**src/rtl/vtg_pkg.sv**
```systemverilog
// Shared types and constants for the video timing generator.
// Pattern logic elsewhere is compiled in only with VTG_PATTERN_EN.
package vtg_pkg;

  typedef enum logic [1:0] {
    BARS    = 2'd0,
    RAMP    = 2'd1,
    CHECKER = 2'd2,
    EXT     = 2'd3
  } pattern_e;

  typedef enum logic [1:0] {
    IDLE  = 2'd0,
    RUN   = 2'd1,
    DRAIN = 2'd2
  } state_e;

  localparam logic [23:0] C_WHITE   = 24'hFFFFFF;
  localparam logic [23:0] C_YELLOW  = 24'hFFFF00;
  localparam logic [23:0] C_CYAN    = 24'h00FFFF;
  localparam logic [23:0] C_GREEN   = 24'h00FF00;
  localparam logic [23:0] C_MAGENTA = 24'hFF00FF;
  localparam logic [23:0] C_RED     = 24'hFF0000;
  localparam logic [23:0] C_BLUE    = 24'h0000FF;
  localparam logic [23:0] C_BLACK   = 24'h000000;

endpackage

```
**src/rtl/vtg_pattern.sv**
```systemverilog
// Combinational test-pattern pixel selection for video_timing_gen.
// Instantiated only when VTG_PATTERN_EN is defined.
module vtg_pattern
  import vtg_pkg::*;
(
  input  pattern_e    pat,
  input  logic [7:0]  h_lsb,
  input  logic [7:0]  v_lsb,
  input  logic [2:0]  bar_idx,
  input  logic [23:0] pix_i,
  output logic [23:0] pix_o
);

  logic [23:0] bar_rgb;
  logic        unused_v;

  assign unused_v = ^{v_lsb[7:4], v_lsb[2:0]};

  always_comb begin
    bar_rgb = C_BLACK;
    case (bar_idx)
      3'd0:    bar_rgb = C_WHITE;
      3'd1:    bar_rgb = C_YELLOW;
      3'd2:    bar_rgb = C_CYAN;
      3'd3:    bar_rgb = C_GREEN;
      3'd4:    bar_rgb = C_MAGENTA;
      3'd5:    bar_rgb = C_RED;
      3'd6:    bar_rgb = C_BLUE;
      default: bar_rgb = C_BLACK;
    endcase
  end

  always_comb begin
    pix_o = '0;
    case (pat)
      BARS:    pix_o = bar_rgb;
      RAMP:    pix_o = {3{h_lsb}};
      CHECKER: pix_o = (h_lsb[3] ^ v_lsb[3]) ? C_WHITE : C_BLACK;
      default: pix_o = pix_i;
    endcase
  end

endmodule

```
**src/rtl/video_timing_gen.sv**
```systemverilog
// Raster timing generator with RGB pixel output and one-cycle pixel request.
// Define VTG_PATTERN_EN to compile in the internal test-pattern generator.
module video_timing_gen
  import vtg_pkg::*;
#(
  parameter int H_ACTIVE = 1280,
  parameter int H_FP     = 110,
  parameter int H_SYNC   = 40,
  parameter int H_BP     = 220,
  parameter int V_ACTIVE = 720,
  parameter int V_FP     = 5,
  parameter int V_SYNC   = 5,
  parameter int V_BP     = 20,
  parameter bit HS_POL   = 1'b1,
  parameter bit VS_POL   = 1'b1
) (
  input  logic        clk,
  input  logic        rst,
  input  logic        en,
  input  logic [1:0]  pattern_sel,
  input  logic [23:0] pix_i,
  output logic        pix_req_o,
  output logic [23:0] rgb_o,
  output logic        dv_o,
  output logic        hs_o,
  output logic        vs_o,
  output logic        frame_start
);

  localparam int H_TOTAL = H_ACTIVE + H_FP + H_SYNC + H_BP;
  localparam int V_TOTAL = V_ACTIVE + V_FP + V_SYNC + V_BP;
  localparam int HW = $clog2(H_TOTAL);
  localparam int VW = $clog2(V_TOTAL);

  localparam logic [HW-1:0] H_LAST = HW'(H_TOTAL - 1);
  localparam logic [HW-1:0] H_ACT  = HW'(H_ACTIVE);
  localparam logic [HW-1:0] HS_BEG = HW'(H_ACTIVE + H_FP);
  localparam logic [HW-1:0] HS_END = HW'(H_ACTIVE + H_FP + H_SYNC);
  localparam logic [VW-1:0] V_LAST = VW'(V_TOTAL - 1);
  localparam logic [VW-1:0] V_ACT  = VW'(V_ACTIVE);
  localparam logic [VW-1:0] VS_BEG = VW'(V_ACTIVE + V_FP);
  localparam logic [VW-1:0] VS_END = VW'(V_ACTIVE + V_FP + V_SYNC);

  state_e          state_q, state_d;
  logic [HW-1:0]   h_cnt;
  logic [VW-1:0]   v_cnt;
  logic            running, h_last, v_last, at_origin, active, in_hs, in_vs;
  logic [23:0]     pix_sel;

  assign running   = (state_q != IDLE);
  assign h_last    = (h_cnt == H_LAST);
  assign v_last    = (v_cnt == V_LAST);
  assign at_origin = (h_cnt == '0) && (v_cnt == '0);
  assign active    = (h_cnt < H_ACT) && (v_cnt < V_ACT);
  assign in_hs     = (h_cnt >= HS_BEG) && (h_cnt < HS_END);
  assign in_vs     = (v_cnt >= VS_BEG) && (v_cnt < VS_END);
  assign pix_req_o = running && active;

  always_comb begin
    state_d = state_q;
    case (state_q)
      IDLE:    if (en) state_d = RUN;
      RUN:     if (!en) state_d = DRAIN;
      DRAIN: begin
        if (en)                  state_d = RUN;
        else if (h_last && v_last) state_d = IDLE;
      end
      default: state_d = IDLE;
    endcase
  end

  always_ff @(posedge clk or negedge rst) begin
    if (!rst) begin
      state_q <= IDLE;
      h_cnt   <= '0;
      v_cnt   <= '0;
    end else begin
      state_q <= state_d;
      if (!running) begin
        h_cnt <= '0;
        v_cnt <= '0;
      end else if (h_last) begin
        h_cnt <= '0;
        v_cnt <= v_last ? '0 : v_cnt + 1'b1;
      end else begin
        h_cnt <= h_cnt + 1'b1;
      end
    end
  end

`ifdef VTG_PATTERN_EN
  localparam int BAR_W = H_ACTIVE / 8;
  localparam int BW    = (BAR_W > 1) ? $clog2(BAR_W) : 1;

  pattern_e      pat_q, pat_cur;
  logic [BW-1:0] bar_pix;
  logic [2:0]    bar_idx;
  logic [7:0]    h_lsb, v_lsb;

  // The origin pixel must already use the newly latched selection.
  assign pat_cur = (running && at_origin) ? pattern_e'(pattern_sel) : pat_q;
  assign h_lsb   = 8'(h_cnt);
  assign v_lsb   = 8'(v_cnt);

  always_ff @(posedge clk or negedge rst) begin
    if (!rst) begin
      pat_q   <= BARS;
      bar_pix <= '0;
      bar_idx <= '0;
    end else begin
      if (running && at_origin) pat_q <= pattern_e'(pattern_sel);
      if (!running || h_last) begin
        bar_pix <= '0;
        bar_idx <= '0;
      end else if (h_cnt < H_ACT) begin
        if (bar_pix == BW'(BAR_W - 1)) begin
          bar_pix <= '0;
          bar_idx <= bar_idx + 3'd1;
        end else begin
          bar_pix <= bar_pix + 1'b1;
        end
      end
    end
  end

  vtg_pattern u_pattern (
    .pat     (pat_cur),
    .h_lsb   (h_lsb),
    .v_lsb   (v_lsb),
    .bar_idx (bar_idx),
    .pix_i   (pix_i),
    .pix_o   (pix_sel)
  );
`else
  logic [1:0] unused_sel;
  assign unused_sel = pattern_sel;
  assign pix_sel    = pix_i;
`endif

  always_ff @(posedge clk or negedge rst) begin
    if (!rst) begin
      rgb_o       <= '0;
      dv_o        <= 1'b0;
      hs_o        <= ~HS_POL;
      vs_o        <= ~VS_POL;
      frame_start <= 1'b0;
    end else begin
      rgb_o       <= pix_req_o ? pix_sel : '0;
      dv_o        <= pix_req_o;
      hs_o        <= (running && in_hs) ? HS_POL : ~HS_POL;
      vs_o        <= (running && in_vs) ? VS_POL : ~VS_POL;
      frame_start <= running && at_origin;
    end
  end

endmodule

```
**config.mk**
```make
export PLATFORM = sky130hd
export DESIGN_NAME = video_timing_gen
export DESIGN_NICKNAME = d
export VERILOG_FILES = /design/src/rtl/vtg_pkg.sv /design/src/rtl/vtg_pattern.sv /design/src/rtl/video_timing_gen.sv
export SDC_FILE = /design/constraint.sdc
export NUM_CORES = 1
export LEC_CHECK = 0
export BUFFER_PORTS_ARGS = -buffer_cell sky130_fd_sc_hd__buf_2
export CAP_MARGIN = 30
export CORE_MARGIN = 5
export CORE_UTILIZATION = 49
export CTS_BUF_LIST = sky130_fd_sc_hd__clkbuf_2 sky130_fd_sc_hd__clkbuf_4 sky130_fd_sc_hd__clkbuf_8
export DETAILED_ROUTE_END_ITERATION = 7
export GPL_ROUTABILITY_DRIVEN = 0
export PLACE_DENSITY = 0.75
export SLEW_MARGIN = 0
export SYNTH_ARGS = -nofsm -noshare
export SYNTH_HDL_FRONTEND = slang
export SYNTH_SLANG_ARGS = --single-unit
```
**constraint.sdc**
```tcl
create_clock -name clk -period 2.2 [get_ports clk]
set_input_delay 0.44 -clock clk [delete_from_list [all_inputs] [get_ports clk]]
set_output_delay 0.44 -clock clk [all_outputs]
set_load 0.005 [all_outputs]
```
==> flow_metrics.env, run 1 <==
export IMPL_clock_skew_ns=0.00699
export IMPL_leakage_nw=1.35
export IMPL_critPathArrivalTime_ns=2.33
export IMPL_synth_top_area_frac=0.550
export IMPL_crit_path_end_kind="flip-flop"
export IMPL_start_util=0.498
export IMPL_dp_hpwl_um=3480
export IMPL_ios=58
export IMPL_cts_hold_buf=0
export IMPL_setup_viol=0
export IMPL_tritoncts="done"
export IMPL_antenna_found_initial=0
export IMPL_syn_inst=213
export IMPL_cp_data_required_time_ns=2.44
export IMPL_ctsHtreeMaxLevel=2
export IMPL_overflow=0
export IMPL_slowest_delay_ns=0.55
export IMPL_synth_fp_nets=249
export IMPL_clockBufferDepth=2
export IMPL_layout_nets=310
export IMPL_ant_nets=0
export IMPL_area_delta_synth_final_pct=20.4
export IMPL_ys_flop_type="dfrtp_1"
export IMPL_synth_yosys_seq_area_share=0.550
export IMPL_crit_buf_inv=0
export IMPL_synth_edf_count=0
export IMPL_fin_crit_sh=0.950
export IMPL_p_per_area_nw_per_um2=725
export IMPL_cts_root_buffer="clkbuf_8"
export IMPL_dieHeight_um=78.8
export IMPL_min_path_type="input pin to async pin"
export IMPL_finalMaxSlewViolations=0
export IMPL_fillCellCount=388
export IMPL_criticalPathCategory="flip-flop to flip-flop"
export IMPL_mostFrequentLayoutCells="buf_2 (55), dfrtp_1 (51), and2_1 (24)"
export IMPL_crit_slowest_cell="or4_4"
export IMPL_core_area_sq_um=4660
export IMPL_die_w_um=78.8
export IMPL_final_util=0.599
export IMPL_ctsResizeCount=0
export IMPL_grt_max_degree=30
export IMPL_fmax_ghz=0.478
export IMPL_firstDrtPassIters=4
export IMPL_drive_above_1_share=0.284
export IMPL_wl_per_cell_um=13.8
export IMPL_fp_row_count=25
export IMPL_crit_path_start_kind="flip-flop"
export IMPL_dieArea_sq_um=6210
export IMPL_grt_usage=0.159
export IMPL_ir_drop_uv=584
export IMPL_vias_per_cell=5.48
export IMPL_multi_input_area_sq_um=927
export IMPL_hold_viol_final=0
export IMPL_drc=0
export IMPL_syn_avg_cell_area_sq_um=10.9
export IMPL_synth_area_leaders="dfrtp_1 (55%), and2_1 (6.5%), ha_1 (3.8%)"
export IMPL_worst_pin_slew_ns=0.529
export IMPL_final_common_cell="buf_2"
export IMPL_async_flop_share=1.00
export IMPL_clock_latency_ns=0.29
export IMPL_ys_seq_elements=51
export IMPL_crit_family="simple AND/OR/NAND/NOR gates"
export IMPL_outcome="complete, no violations"
export IMPL_max_slew_margin_rel=0.647
export IMPL_fin_setup_tns_ns=0
export IMPL_grt_pass1_wl_um=7870
export IMPL_cts_buffers=5
export IMPL_syn_area_sq_um=2320
export IMPL_crit_chain="or4_4, or3_1, or4_1, nand2_1"
export IMPL_drtIter0Drc=142
export IMPL_grt_pass1_vias=1764
export IMPL_vias=1803
export IMPL_rsz0062_at_grt="false"
export IMPL_max_cap_viol_count=0
export IMPL_cts_sinks=51
export IMPL_seq_area_sq_um=1280
export IMPL_n_antenna_cell=0
export IMPL_io_buffers=55
export IMPL_drt_total_wl_um=4550
export IMPL_yosysWarnings=0
export IMPL_synth_top_area_cell="dfrtp_1"
export IMPL_postCtsSetupBuffers=0
export IMPL_yosys_cell_types_count=46
export IMPL_fin_crit_ns=2.09
export IMPL_clkTransAtPathRegs_ns=0.09
export IMPL_cp_max_fo=7
[final timing paths]
kind                       startpoint         end  slack (ns)  cells past startpoint
min                               rst        vs_o        0.11                      1
max                          h_cnt[7]    v_cnt[4]        0.11                      4
min in group clk                   en  state_q[1]        0.31                      2
max reg2reg                  h_cnt[7]    v_cnt[4]        0.11                      4
max in group asynchronous         rst    rgb_o[2]        1.56                      2
min reg2reg                state_q[0]  state_q[1]        0.52                      1
[layer usage]
layer / vias up / share of wire / GRT usage
li1: 867 / - / -
met1: 861 / 0.42 / 0.196
met2: 73 / 0.47 / 0.256
met3: 2 / 0.10 / 0.0646
met4: 0 / 0.0064 / 0.0524
met5: - / 0 / 0
[cells in the mapped netlist, drive strengths merged, types with 3 or more instances]
| library cell | count |
|---|---|
| a21o | 5 |
| and4 | 3 |
| clkbuf | 7 |
| o21ai | 7 |
| a21oi | 4 |
| inv | 10 |
| xor2 | 4 |
| buf | 3 |
| o22ai | 3 |
| dfrtp | 51 |
| nand4 | 6 |
| ha | 7 |
| nor4 | 5 |
| a22o | 3 |
| and2 | 24 |
| nor2 | 15 |
| nand2 | 11 |
| nor3 | 5 |
| nand3 | 8 |
| xnor2 | 5 |
| a211oi | 3 |
[through the flow]
| step | instance area, sq um | std cells | hold slack [ns] | setup WS (ns) | total power [W] |
|---|---|---|---|---|---|
| after floorplan | 2320 | 213 | 0.144 | 0.123 | 0.00122 |
| after global placement | 2670 | 321 | 0.452 | 0.152 | 0.00137 |
| after detailed placement | 2670 | 321 | 0.450 | 0.146 | 0.00138 |
| after CTS | 2790 | 329 | 0.119 | 0.118 | 0.00206 |
| after global routing | 2790 | 329 | 0.142 | 0.0362 | 0.00214 |
| final | 2790 | 329 | 0.110 | 0.110 | 0.00203 |
[power breakdown]
part           switching, W  internal (W)
clock network      0.000290      0.000374
registers         0.0000385       0.00101
logic              0.000159      0.000157
total              0.000488       0.00154
[area by class of cell]
class | count | share of cell area
inverters | 10 | 0.0134
repair buffers | 65 | 0.130
well taps | 54 | 0.0242
clock buffers | 6 | 0.0296
multi-input cells | 141 | 0.332
clock inverters | 2 | 0.0139
flip-flops and latches | 51 | 0.457
[state kept, by name (all words and copies together) (netlist names)]
name         cells
dv_o             1
frame_start      1
h_cnt           11
hs_o             1
rgb_o           24
state_q          2
v_cnt           10
vs_o             1
[cells by family after synthesis]
group,count (synthesis),share of synthesized area
AO/OA/AOI/OAI,36,0.111
XOR/XNOR,9,0.0340
adder cells (fa/ha/maj),7,0.0378
buffers and inverters,21,0.0502
flip-flops,51,0.550
AND/OR/NAND/NOR,89,0.217
(Power assumes the default switching activity.)
==> inputs of run 2 (changes only) <==
--- a/config.mk
+++ b/config.mk
@@ -7,7 +7,7 @@
 export LEC_CHECK = 0
 export BUFFER_PORTS_ARGS = -buffer_cell sky130_fd_sc_hd__buf_2
 export CAP_MARGIN = 30
-export CORE_MARGIN = 5
+export CORE_MARGIN = 4
 export CORE_UTILIZATION = 49
 export CTS_BUF_LIST = sky130_fd_sc_hd__clkbuf_2 sky130_fd_sc_hd__clkbuf_4 sky130_fd_sc_hd__clkbuf_8
 export DETAILED_ROUTE_END_ITERATION = 7
==> flow_metrics.env, run 2 (synthesized netlist as in run 1, its figures left out) <==
export IMPL_outcome="complete, no violations"
export IMPL_drive_above_1_share=0.285
export IMPL_min_path_type="input pin to async pin"
export IMPL_vias=1784
export IMPL_leakage_nw=1.33
export IMPL_crit_path_start_kind="flip-flop"
export IMPL_crit_path_end_kind="flip-flop"
export IMPL_final_util=0.617
export IMPL_firstDrtPassIters=4
export IMPL_criticalPathCategory="flip-flop to flip-flop"
export IMPL_grt_usage=0.169
export IMPL_vias_per_cell=5.47
export IMPL_n_antenna_cell=0
export IMPL_core_area_sq_um=4470
export IMPL_dp_hpwl_um=3480
export IMPL_ir_drop_uv=497
export IMPL_layout_nets=309
export IMPL_overflow=0
export IMPL_dieHeight_um=76.8
export IMPL_grt_max_degree=31
export IMPL_rsz0062_at_grt="false"
export IMPL_drtIter0Drc=192
export IMPL_holdWs_ns=0.0930
export IMPL_crit_family="simple AND/OR/NAND/NOR gates"
export IMPL_start_util=0.518
export IMPL_final_common_cell="buf_2"
export IMPL_clock_latency_ns=0.30
export IMPL_cp_max_fo=7
export IMPL_clock_skew_ns=0.00625
export IMPL_tritoncts="done"
export IMPL_crit_buf_inv=0
export IMPL_critPathArrivalTime_ns=2.26
export IMPL_mostFrequentLayoutCells="buf_2 (55), dfrtp_1 (51), and2_1 (24)"
export IMPL_postCtsSetupBuffers=0
export IMPL_hold_viol_final=0
export IMPL_fin_setup_tns_ns=0
export IMPL_die_w_um=76.8
export IMPL_max_cap_viol_count=0
export IMPL_top_regs="rgb_o (24), h_cnt (11), v_cnt (10)"
export IMPL_setup_viol=0
export IMPL_drt_total_wl_um=4680
export IMPL_dieArea_sq_um=5900
export IMPL_post_place_ws_ns=0.143
export IMPL_cts_buffers=5
export IMPL_fin_crit_ns=2.02
export IMPL_wl_per_cell_um=14.3
export IMPL_ios=58
export IMPL_fin_crit_sh=0.920
export IMPL_setup_slack_ns=0.175
export IMPL_crit_slowest_cell="or4_4"
export IMPL_grt_pass1_wl_um=8020
export IMPL_clockBufferDepth=2
export IMPL_fp_row_count=24
export IMPL_grt_pass1_vias=1724
export IMPL_fmax_ghz=0.494
export IMPL_ant_nets=0
export IMPL_worst_pin_slew_ns=0.501
export IMPL_slowest_delay_ns=0.56
export IMPL_drc=0
export IMPL_largest_reg_flops=24
export IMPL_area_delta_synth_final_pct=19.1
export IMPL_finalMaxSlewViolations=0
export IMPL_cp_data_required_time_ns=2.44
export IMPL_crit_chain="or4_4, or3_4, or4_1, nand2_1"
export IMPL_max_slew_margin_rel=0.666
export IMPL_clkTransAtPathRegs_ns=0.10
export IMPL_io_buffers=55
export IMPL_regMostFlops="rgb_o"
export IMPL_cts_sinks=51
export IMPL_cts_root_buffer="clkbuf_8"
export IMPL_ctsHtreeMaxLevel=2
export IMPL_p_per_area_nw_per_um2=691
export IMPL_antenna_found_initial=0
run 2: cell count changes in the layout (fill, tap and decap cells not counted):
| cell | delta |
|---|---|
| clkbuf_8 | -1 |
| or3_4 | +1 |
| or3_1 | -1 |
| clkinv_4 | +1 |
| buf_4 | -1 |
| inv_6 | -1 |
| clkinvlp_4 | +1 |
| inv_8 | +1 |
| bufinv_16 | -1 |
run 2: through the flow:
step | cell area, sq um | cells | power (W)
floorplan | 2320 | 213 | 0.00122
global placement | 2660 | 318 | 0.00136
detailed placement | 2660 | 318 | 0.00137
CTS | 2760 | 326 | 0.00193
global route | 2760 | 326 | 0.00202
finish | 2760 | 326 | 0.00191
run 2: final timing paths:
check / start / endpoint / slack (ns) / cells after the start
max: h_cnt[8] / v_cnt[4] / 0.18 / 4
max reg2reg: h_cnt[8] / v_cnt[4] / 0.18 / 4
max in group asynchronous: rst / state_q[1] / 1.59 / 2
min in group clk: en / state_q[1] / 0.31 / 2
min: rst / rgb_o[0] / 0.09 / 1
min reg2reg: state_q[1] / state_q[1] / 0.52 / 1
run 2: final cells by class:
type	instances	area (sq um)
clock buffers	5	68.8
clock inverters	3	27.5
fillers	368	1710
inverters	10	37.5
multi-input cells	141	932
flip-flops and latches	51	1280
well taps	52	65.1
repair buffers	64	355
run 2: routing by layer:
metal,GRT usage,part of all wire,vias to the layer above
li1,-,-,866
met1,0.228,0.45,844
met2,0.249,0.45,70
met3,0.0703,0.095,4
met4,0.0471,0.0075,0
met5,0,0,-
run 2: power by group:
part	leakage, nW	switching [W]	total [W]	internal, W
clock	0.0463	0.000316	0.000549	0.000234
sequential	0.668	0.0000509	0.00106	0.00101
combinational	0.618	0.000152	0.000300	0.000148
total	1.33	0.000518	0.00191	0.00139
run 2: timing repair:
action                     4_1_cts  5_1_grt
setup endpoints to repair        0        1
gates resized for setup          0        1
hold buffers                     0        0
